===== src/rtl/sram_port_arbiter_pkg.sv =====
// sram_arb_pkg: shared types and constants for the SRAM port arbiter.
// FSM encoding, requester port ids and the access/turn counter width.
package sram_arb_pkg;

    typedef enum logic [1:0] {
        ST_IDLE   = 2'd0,
        ST_ACCESS = 2'd1,
        ST_DONE   = 2'd2,
        ST_TURN   = 2'd3
    } arb_state_e;

    localparam logic PORT_IF   = 1'b0;
    localparam logic PORT_DATA = 1'b1;

    // Both counters must cover the largest legal ACCESS_CYCLES value.
    localparam int CNT_MAX = 15;
    localparam int CNT_W   = $clog2(CNT_MAX + 1);

endpackage


===== src/rtl/sram_port_arbiter_pick.sv =====
// sram_arb_pick: combinational winner select for the two SRAM requesters.
// SRAM_ARB_RR_EN selects round-robin on the last-grant pointer; otherwise port 1 has fixed priority.
module sram_arb_pick
    import sram_arb_pkg::*;
(
    input  logic [1:0] req,
`ifdef SRAM_ARB_RR_EN
    input  logic       last_grant,
`endif
    output logic [1:0] grant
);

`ifdef SRAM_ARB_RR_EN
    // Round-robin: on conflict the port that did not win last time is served.
    always_comb begin
        grant = 2'b00;
        if (req == 2'b11) begin
            if (last_grant == PORT_DATA) begin
                grant = 2'b01;
            end else begin
                grant = 2'b10;
            end
        end else begin
            grant = req;
        end
    end
`else
    // Fixed priority: the data port always beats instruction fetch.
    always_comb begin
        grant = 2'b00;
        if (req[PORT_DATA]) begin
            grant = 2'b10;
        end else if (req[PORT_IF]) begin
            grant = 2'b01;
        end else begin
            grant = 2'b00;
        end
    end
`endif

endmodule


===== src/rtl/sram_port_arbiter.sv =====
// sram_port_arbiter: shares one ram_wrapper io_sram_* port between ifetch (m0) and data (m1) masters.
// Optional macro SRAM_ARB_RR_EN switches from fixed data-first priority to round-robin arbitration.
module sram_port_arbiter
    import sram_arb_pkg::*;
#(
    parameter int ADDR_W        = 20,
    parameter int DATA_W        = 32,
    parameter int ACCESS_CYCLES = 2,
    parameter int WR_TURN       = 1
)(
    input  logic                clk,
    input  logic                reset,
    input  logic                m0_req,
    input  logic                m0_we,
    input  logic [ADDR_W-1:0]   m0_addr,
    input  logic [DATA_W-1:0]   m0_wdata,
    input  logic [DATA_W/8-1:0] m0_wmask,
    output logic                m0_done,
    output logic [DATA_W-1:0]   m0_rdata,
    input  logic                m1_req,
    input  logic                m1_we,
    input  logic [ADDR_W-1:0]   m1_addr,
    input  logic [DATA_W-1:0]   m1_wdata,
    input  logic [DATA_W/8-1:0] m1_wmask,
    output logic                m1_done,
    output logic [DATA_W-1:0]   m1_rdata,
    output logic                sram_en,
    output logic                sram_re,
    output logic                sram_we,
    output logic [ADDR_W-1:0]   sram_addr,
    output logic [DATA_W-1:0]   sram_din,
    output logic [DATA_W/8-1:0] sram_wmask,
    input  logic [DATA_W-1:0]   sram_dout
);

    localparam int MASK_W = DATA_W / 8;
    localparam logic [CNT_W-1:0] CNT_LOAD  = CNT_W'(ACCESS_CYCLES - 1);
    localparam logic [CNT_W-1:0] TURN_LOAD = CNT_W'(WR_TURN - 1);
    localparam logic [CNT_W-1:0] CNT_ZERO  = {CNT_W{1'b0}};
    localparam logic [CNT_W-1:0] CNT_ONE   = {{(CNT_W-1){1'b0}}, 1'b1};
    localparam bit               HAS_TURN  = (WR_TURN > 0);

    arb_state_e         state_r, state_nx_s;
    logic [CNT_W-1:0]   cnt_r, cnt_nx_s;
    logic [CNT_W-1:0]   turn_r, turn_nx_s;
    logic               we_r, we_nx_s;
    logic               win_r, win_nx_s;
    logic [1:0]         grant_s;

    logic               sel_we_s;
    logic [ADDR_W-1:0]  sel_addr_s;
    logic [DATA_W-1:0]  sel_wdata_s;
    logic [MASK_W-1:0]  sel_wmask_s;

    logic               en_nx_s, re_nx_s, wr_nx_s;
    logic [ADDR_W-1:0]  addr_nx_s;
    logic [DATA_W-1:0]  din_nx_s;
    logic [MASK_W-1:0]  wmask_nx_s;
    logic               done0_nx_s, done1_nx_s;
    logic [DATA_W-1:0]  rdata0_nx_s, rdata1_nx_s;

`ifdef SRAM_ARB_RR_EN
    logic               last_r;

    sram_arb_pick u_pick (
        .req        ({m1_req, m0_req}),
        .last_grant (last_r),
        .grant      (grant_s)
    );

    // Last-grant pointer, advanced on every grant taken in IDLE.
    always_ff @(posedge clk or posedge reset) begin
        if (reset) begin
            last_r <= PORT_DATA;
        end else if ((state_r == ST_IDLE) && (grant_s != 2'b00)) begin
            last_r <= grant_s[PORT_DATA];
        end else begin
            last_r <= last_r;
        end
    end
`else
    sram_arb_pick u_pick (
        .req   ({m1_req, m0_req}),
        .grant (grant_s)
    );
`endif

    // Route the winning requester's attributes toward the latch point.
    always_comb begin
        if (grant_s[PORT_DATA]) begin
            sel_we_s    = m1_we;
            sel_addr_s  = m1_addr;
            sel_wdata_s = m1_wdata;
            sel_wmask_s = m1_wmask;
        end else begin
            sel_we_s    = m0_we;
            sel_addr_s  = m0_addr;
            sel_wdata_s = m0_wdata;
            sel_wmask_s = m0_wmask;
        end
    end

    // Next-state and next-output logic; every output is taken from a register.
    always_comb begin
        state_nx_s  = state_r;
        cnt_nx_s    = cnt_r;
        turn_nx_s   = turn_r;
        we_nx_s     = we_r;
        win_nx_s    = win_r;
        en_nx_s     = sram_en;
        re_nx_s     = sram_re;
        wr_nx_s     = sram_we;
        addr_nx_s   = sram_addr;
        din_nx_s    = sram_din;
        wmask_nx_s  = sram_wmask;
        done0_nx_s  = 1'b0;
        done1_nx_s  = 1'b0;
        rdata0_nx_s = m0_rdata;
        rdata1_nx_s = m1_rdata;
        case (state_r)
            ST_IDLE: begin
                if (grant_s != 2'b00) begin
                    state_nx_s = ST_ACCESS;
                    cnt_nx_s   = CNT_LOAD;
                    we_nx_s    = sel_we_s;
                    win_nx_s   = grant_s[PORT_DATA];
                    en_nx_s    = 1'b1;
                    re_nx_s    = ~sel_we_s;
                    wr_nx_s    = sel_we_s;
                    addr_nx_s  = sel_addr_s;
                    din_nx_s   = sel_wdata_s;
                    wmask_nx_s = sel_we_s ? sel_wmask_s : {MASK_W{1'b0}};
                end else begin
                    state_nx_s = ST_IDLE;
                end
            end
            ST_ACCESS: begin
                if (cnt_r == CNT_ZERO) begin
                    state_nx_s = ST_DONE;
                    en_nx_s    = 1'b0;
                    re_nx_s    = 1'b0;
                    wr_nx_s    = 1'b0;
                    wmask_nx_s = {MASK_W{1'b0}};
                    done0_nx_s = (win_r == PORT_IF);
                    done1_nx_s = (win_r == PORT_DATA);
                    if (!we_r && (win_r == PORT_DATA)) begin
                        rdata1_nx_s = sram_dout;
                    end else if (!we_r) begin
                        rdata0_nx_s = sram_dout;
                    end else begin
                        rdata0_nx_s = m0_rdata;
                    end
                end else begin
                    cnt_nx_s = cnt_r - CNT_ONE;
                end
            end
            ST_DONE: begin
                if (we_r && HAS_TURN) begin
                    state_nx_s = ST_TURN;
                    turn_nx_s  = TURN_LOAD;
                end else begin
                    state_nx_s = ST_IDLE;
                end
            end
            ST_TURN: begin
                if (turn_r == CNT_ZERO) begin
                    state_nx_s = ST_IDLE;
                end else begin
                    turn_nx_s = turn_r - CNT_ONE;
                end
            end
            default: begin
                state_nx_s = ST_IDLE;
            end
        endcase
    end

    // State, latched request and output registers; reset aborts any access in flight.
    always_ff @(posedge clk or posedge reset) begin
        if (reset) begin
            state_r    <= ST_IDLE;
            cnt_r      <= CNT_ZERO;
            turn_r     <= CNT_ZERO;
            we_r       <= 1'b0;
            win_r      <= PORT_IF;
            sram_en    <= 1'b0;
            sram_re    <= 1'b0;
            sram_we    <= 1'b0;
            sram_addr  <= {ADDR_W{1'b0}};
            sram_din   <= {DATA_W{1'b0}};
            sram_wmask <= {MASK_W{1'b0}};
            m0_done    <= 1'b0;
            m1_done    <= 1'b0;
            m0_rdata   <= {DATA_W{1'b0}};
            m1_rdata   <= {DATA_W{1'b0}};
        end else begin
            state_r    <= state_nx_s;
            cnt_r      <= cnt_nx_s;
            turn_r     <= turn_nx_s;
            we_r       <= we_nx_s;
            win_r      <= win_nx_s;
            sram_en    <= en_nx_s;
            sram_re    <= re_nx_s;
            sram_we    <= wr_nx_s;
            sram_addr  <= addr_nx_s;
            sram_din   <= din_nx_s;
            sram_wmask <= wmask_nx_s;
            m0_done    <= done0_nx_s;
            m1_done    <= done1_nx_s;
            m0_rdata   <= rdata0_nx_s;
            m1_rdata   <= rdata1_nx_s;
        end
    end

endmodule


===== config.mk =====
export PLATFORM = sky130hd
export DESIGN_NAME = sram_port_arbiter
export DESIGN_NICKNAME = d
export VERILOG_FILES = /design/src/rtl/sram_port_arbiter_pkg.sv /design/src/rtl/sram_port_arbiter_pick.sv /design/src/rtl/sram_port_arbiter.sv
export SDC_FILE = /design/constraint.sdc
export NUM_CORES = 1
export LEC_CHECK = 0
export CAP_MARGIN = 10
export CELL_PAD_IN_SITES_DETAIL_PLACEMENT = 1
export CELL_PAD_IN_SITES_GLOBAL_PLACEMENT = 2
export CORE_ASPECT_RATIO = 1.1
export CORE_MARGIN = 5
export CORE_UTILIZATION = 26
export DETAILED_ROUTE_END_ITERATION = 16
export HOLD_SLACK_MARGIN = 0.06
export PLACE_DENSITY_LB_ADDON = 0.1
export SETUP_SLACK_MARGIN = 0.3
export SLEW_MARGIN = 20
export SYNTH_ARGS = -nofsm -noshare
export SYNTH_HDL_FRONTEND = slang
export SYNTH_SLANG_ARGS = --single-unit

===== constraint.sdc =====
create_clock -name clk -period 5.3 [get_ports clk]
set_input_delay 1.06 -clock clk [delete_from_list [all_inputs] [get_ports clk]]
set_output_delay 1.06 -clock clk [all_outputs]
set_load 0.1 [all_outputs]

==> out/qor.yml <==
critical_path:
  critPathMaxFanout: 2
  worstPathCellList: "clkdlybuf4s50_1"
  crit_slowest_cell: "clkdlybuf4s50_1"
  critPathLaunch: "sram_re$_DFFE_PP0P_"
  reg2regPathDepth: 6
  crit_end: "sram_re"
  worstSetupPathType: "flop to output port"
  slowest_delay_ps: 1190
  crit_family: "buffers and inverters"
  arrival_ps: 1960
  r2r_slack_ps: 2460
  reg2reg_from: "cnt_r[0]$_DFFE_PP0P_"
  cp_data_required_time_ps: 4240
  worst_setup_path_start_kind: "flop"
  critical_path_depth: 1
  cp-end-kind: "output port"
  cp_num_buf_inv: 1
  r2r-end: "m1_rdata[25]$_DFFE_PP0P_"
finish:
  multi_input_area_um2: 2490
  fillCellCount: 2456
  layout_common_cells: "clkdlybuf4s50_1 (273), dfrtp_1 (137), o21ai_0 (109)"
  final_common_cell: "clkdlybuf4s50_1"
  drive_above_1_share: 0.156
  nets: 883
  area_growth_pct: 56.6
  seq_area_um2: 3430
  antenna_cells: 0
logic_synthesis:
  netlist_area_um2: 6180
  avgSynthCellArea_um2: 13.2
  synthFlopType: "dfrtp_1"
  synth_edf_count: 0
  synthCells: 469
  yosysSeqAreaShare: 0.555
  ys_types: 37
  async_flop_share: 1.00
  syn-num-nets: 622
  synth_area_leader_cell: "dfrtp_1"
  ys_seq_elements: 137
  yosysTopAreaCellShare: 0.555
  yosysWarnings: 0
  netlist_top_cells_area: "dfrtp_1 (55%), mux2_4 (15%), o21ai_0 (8.8%)"
sta:
  timing.fmax_mhz: 331
  tightest_slew_ps: 1050
  clock_skew_ps: 10.0
  fin_crit_ps: 3020
  maxSlewHeadroom: 0.295
  slew_violations: 0
  hold_viol: 0
  setup_tns_ps: 0
  fin_crit_sh: 0.569
  rsz0062_at_grt: "no"
  setup_viol: 0
routing:
  vias_per_cell: 4.54
  vias: 4762
  drt_iter0_markers: 167
  wire_per_inst_um: 18.8
  drc: 0
  antenna_left: 0
  dr.pass1.iters: 4
  wirelength_um: 19700
place:
  port-buffer-count: 274
  hpwl_um: 14100
  place.gp.congestion: 0.743
cts:
  ctsResizeCount: 0
  clk_path_buf_depth: 2
  clk_pin_slew_ps: 60
  cts_buffers: 17
  clockRootBuffer: "clkbuf_16"
  htree_num_levels: 4
  cts_sinks: 137
  clk_latency_ps: 410
  ctsHoldBuffers: 0
  cts_tree: "yes"
  cts_setup_buffers: 0
floorplan:
  fp.coreArea_um2: 23500
  die_w_um: 157
  pin_count: 275
  die_area_um2: 27000
  dieHeight_um: 172
  start_util: 0.262
  std_cell_rows: 59
grt:
  antenna_found_initial: 0
  grt_pass1_wl_um: 30300
  grt_pass1_vias: 5403
  grt_usage: 0.144
  grt_max_degree: 109
  grt.overflow.total: 0
hold_path:
  hp-class: "flop to flop"
run_status:
  status: "finished, final reports clean"
run:
  drv_cap: 0
[per-layer routing]
layer / track usage / routed length (µm)
met4: 0.0408 / 227
met5: 0 / 0
met2: 0.239 / 9800
met1: 0.176 / 8030
met3: 0.0521 / 1700
[synthesized netlist by cell type (all sizes together), types with 2 or more instances]
library cell and count:
a32o 4, clkbuf 20, nand3 4, nor2 5
or4 3, dfrtp 137, mux2 70, nor3b 2
mux2i 53, or2 2, a21oi 2, or3 2
a21o 3, o21ai 109, nand2 7, a31o 3
buf 15, nand3b 2, inv 8, nor3 3
nor2b 3, ha 3
[stage by stage]
step	cells	utilization	worst slack [ps]	area (µm²)	hold slack [ps]
2_1_floorplan	469	-	572	6180	437
3_3_place_gp	1015	0.386	2060	9090	464
3_5_place_dp	1015	0.386	2030	9090	468
4_1_cts	1047	0.410	2200	9640	478
5_1_grt	1048	0.411	2230	9680	506
6_report	1048	0.411	2280	9680	479
[worst min path at each step]
stage	startpoint	end	depth (start not counted)
final	win_r$_DFFE_PP0P_	m0_done$_DFF_PP0_	1
after global routing	win_r$_DFFE_PP0P_	m0_done$_DFF_PP0_	1
after CTS	win_r$_DFFE_PP0P_	m0_done$_DFF_PP0_	1
after detailed placement	win_r$_DFFE_PP0P_	m0_done$_DFF_PP0_	1
after global placement	win_r$_DFFE_PP0P_	m0_done$_DFF_PP0_	1
after floorplan	win_r$_DFFE_PP0P_	m0_done$_DFF_PP0_	1
[sequential cells by signal, summed over array words and instances, names as in the netlist, 2 cells and up]
| name | cells |
|---|---|
| m1_rdata | 32 |
| turn_r | 4 |
| m0_rdata | 32 |
| sram_addr | 20 |
| cnt_r | 4 |
| state_r | 2 |
| sram_wmask | 4 |
| sram_din | 32 |
[cell type report]
class	count	share of cell area
timing repair buffer	277	0.287
sequential	137	0.354
multi-input combinational	289	0.257
inverter	8	0.00388
clock buffer	17	0.0440
tap	305	0.0394
clock inverter	15	0.0137
[cell families (layout without fill, tap and decap cells)]
| logic type | Yosys count | in the layout | share of synthesized area |
|---|---|---|---|
| compound gates | 124 | 124 | 0.109 |
| simple gates | 39 | 39 | 0.0362 |
| fa+ha+maj | 3 | 3 | 0.00607 |
| buf+inv | 43 | 317 | 0.0447 |
| mux | 123 | 123 | 0.250 |
| flops | 137 | 137 | 0.555 |
Power is left out: the tool's default activity adds up to more than one toggle a clock period on the data nets, which glitch-free logic cannot reach.
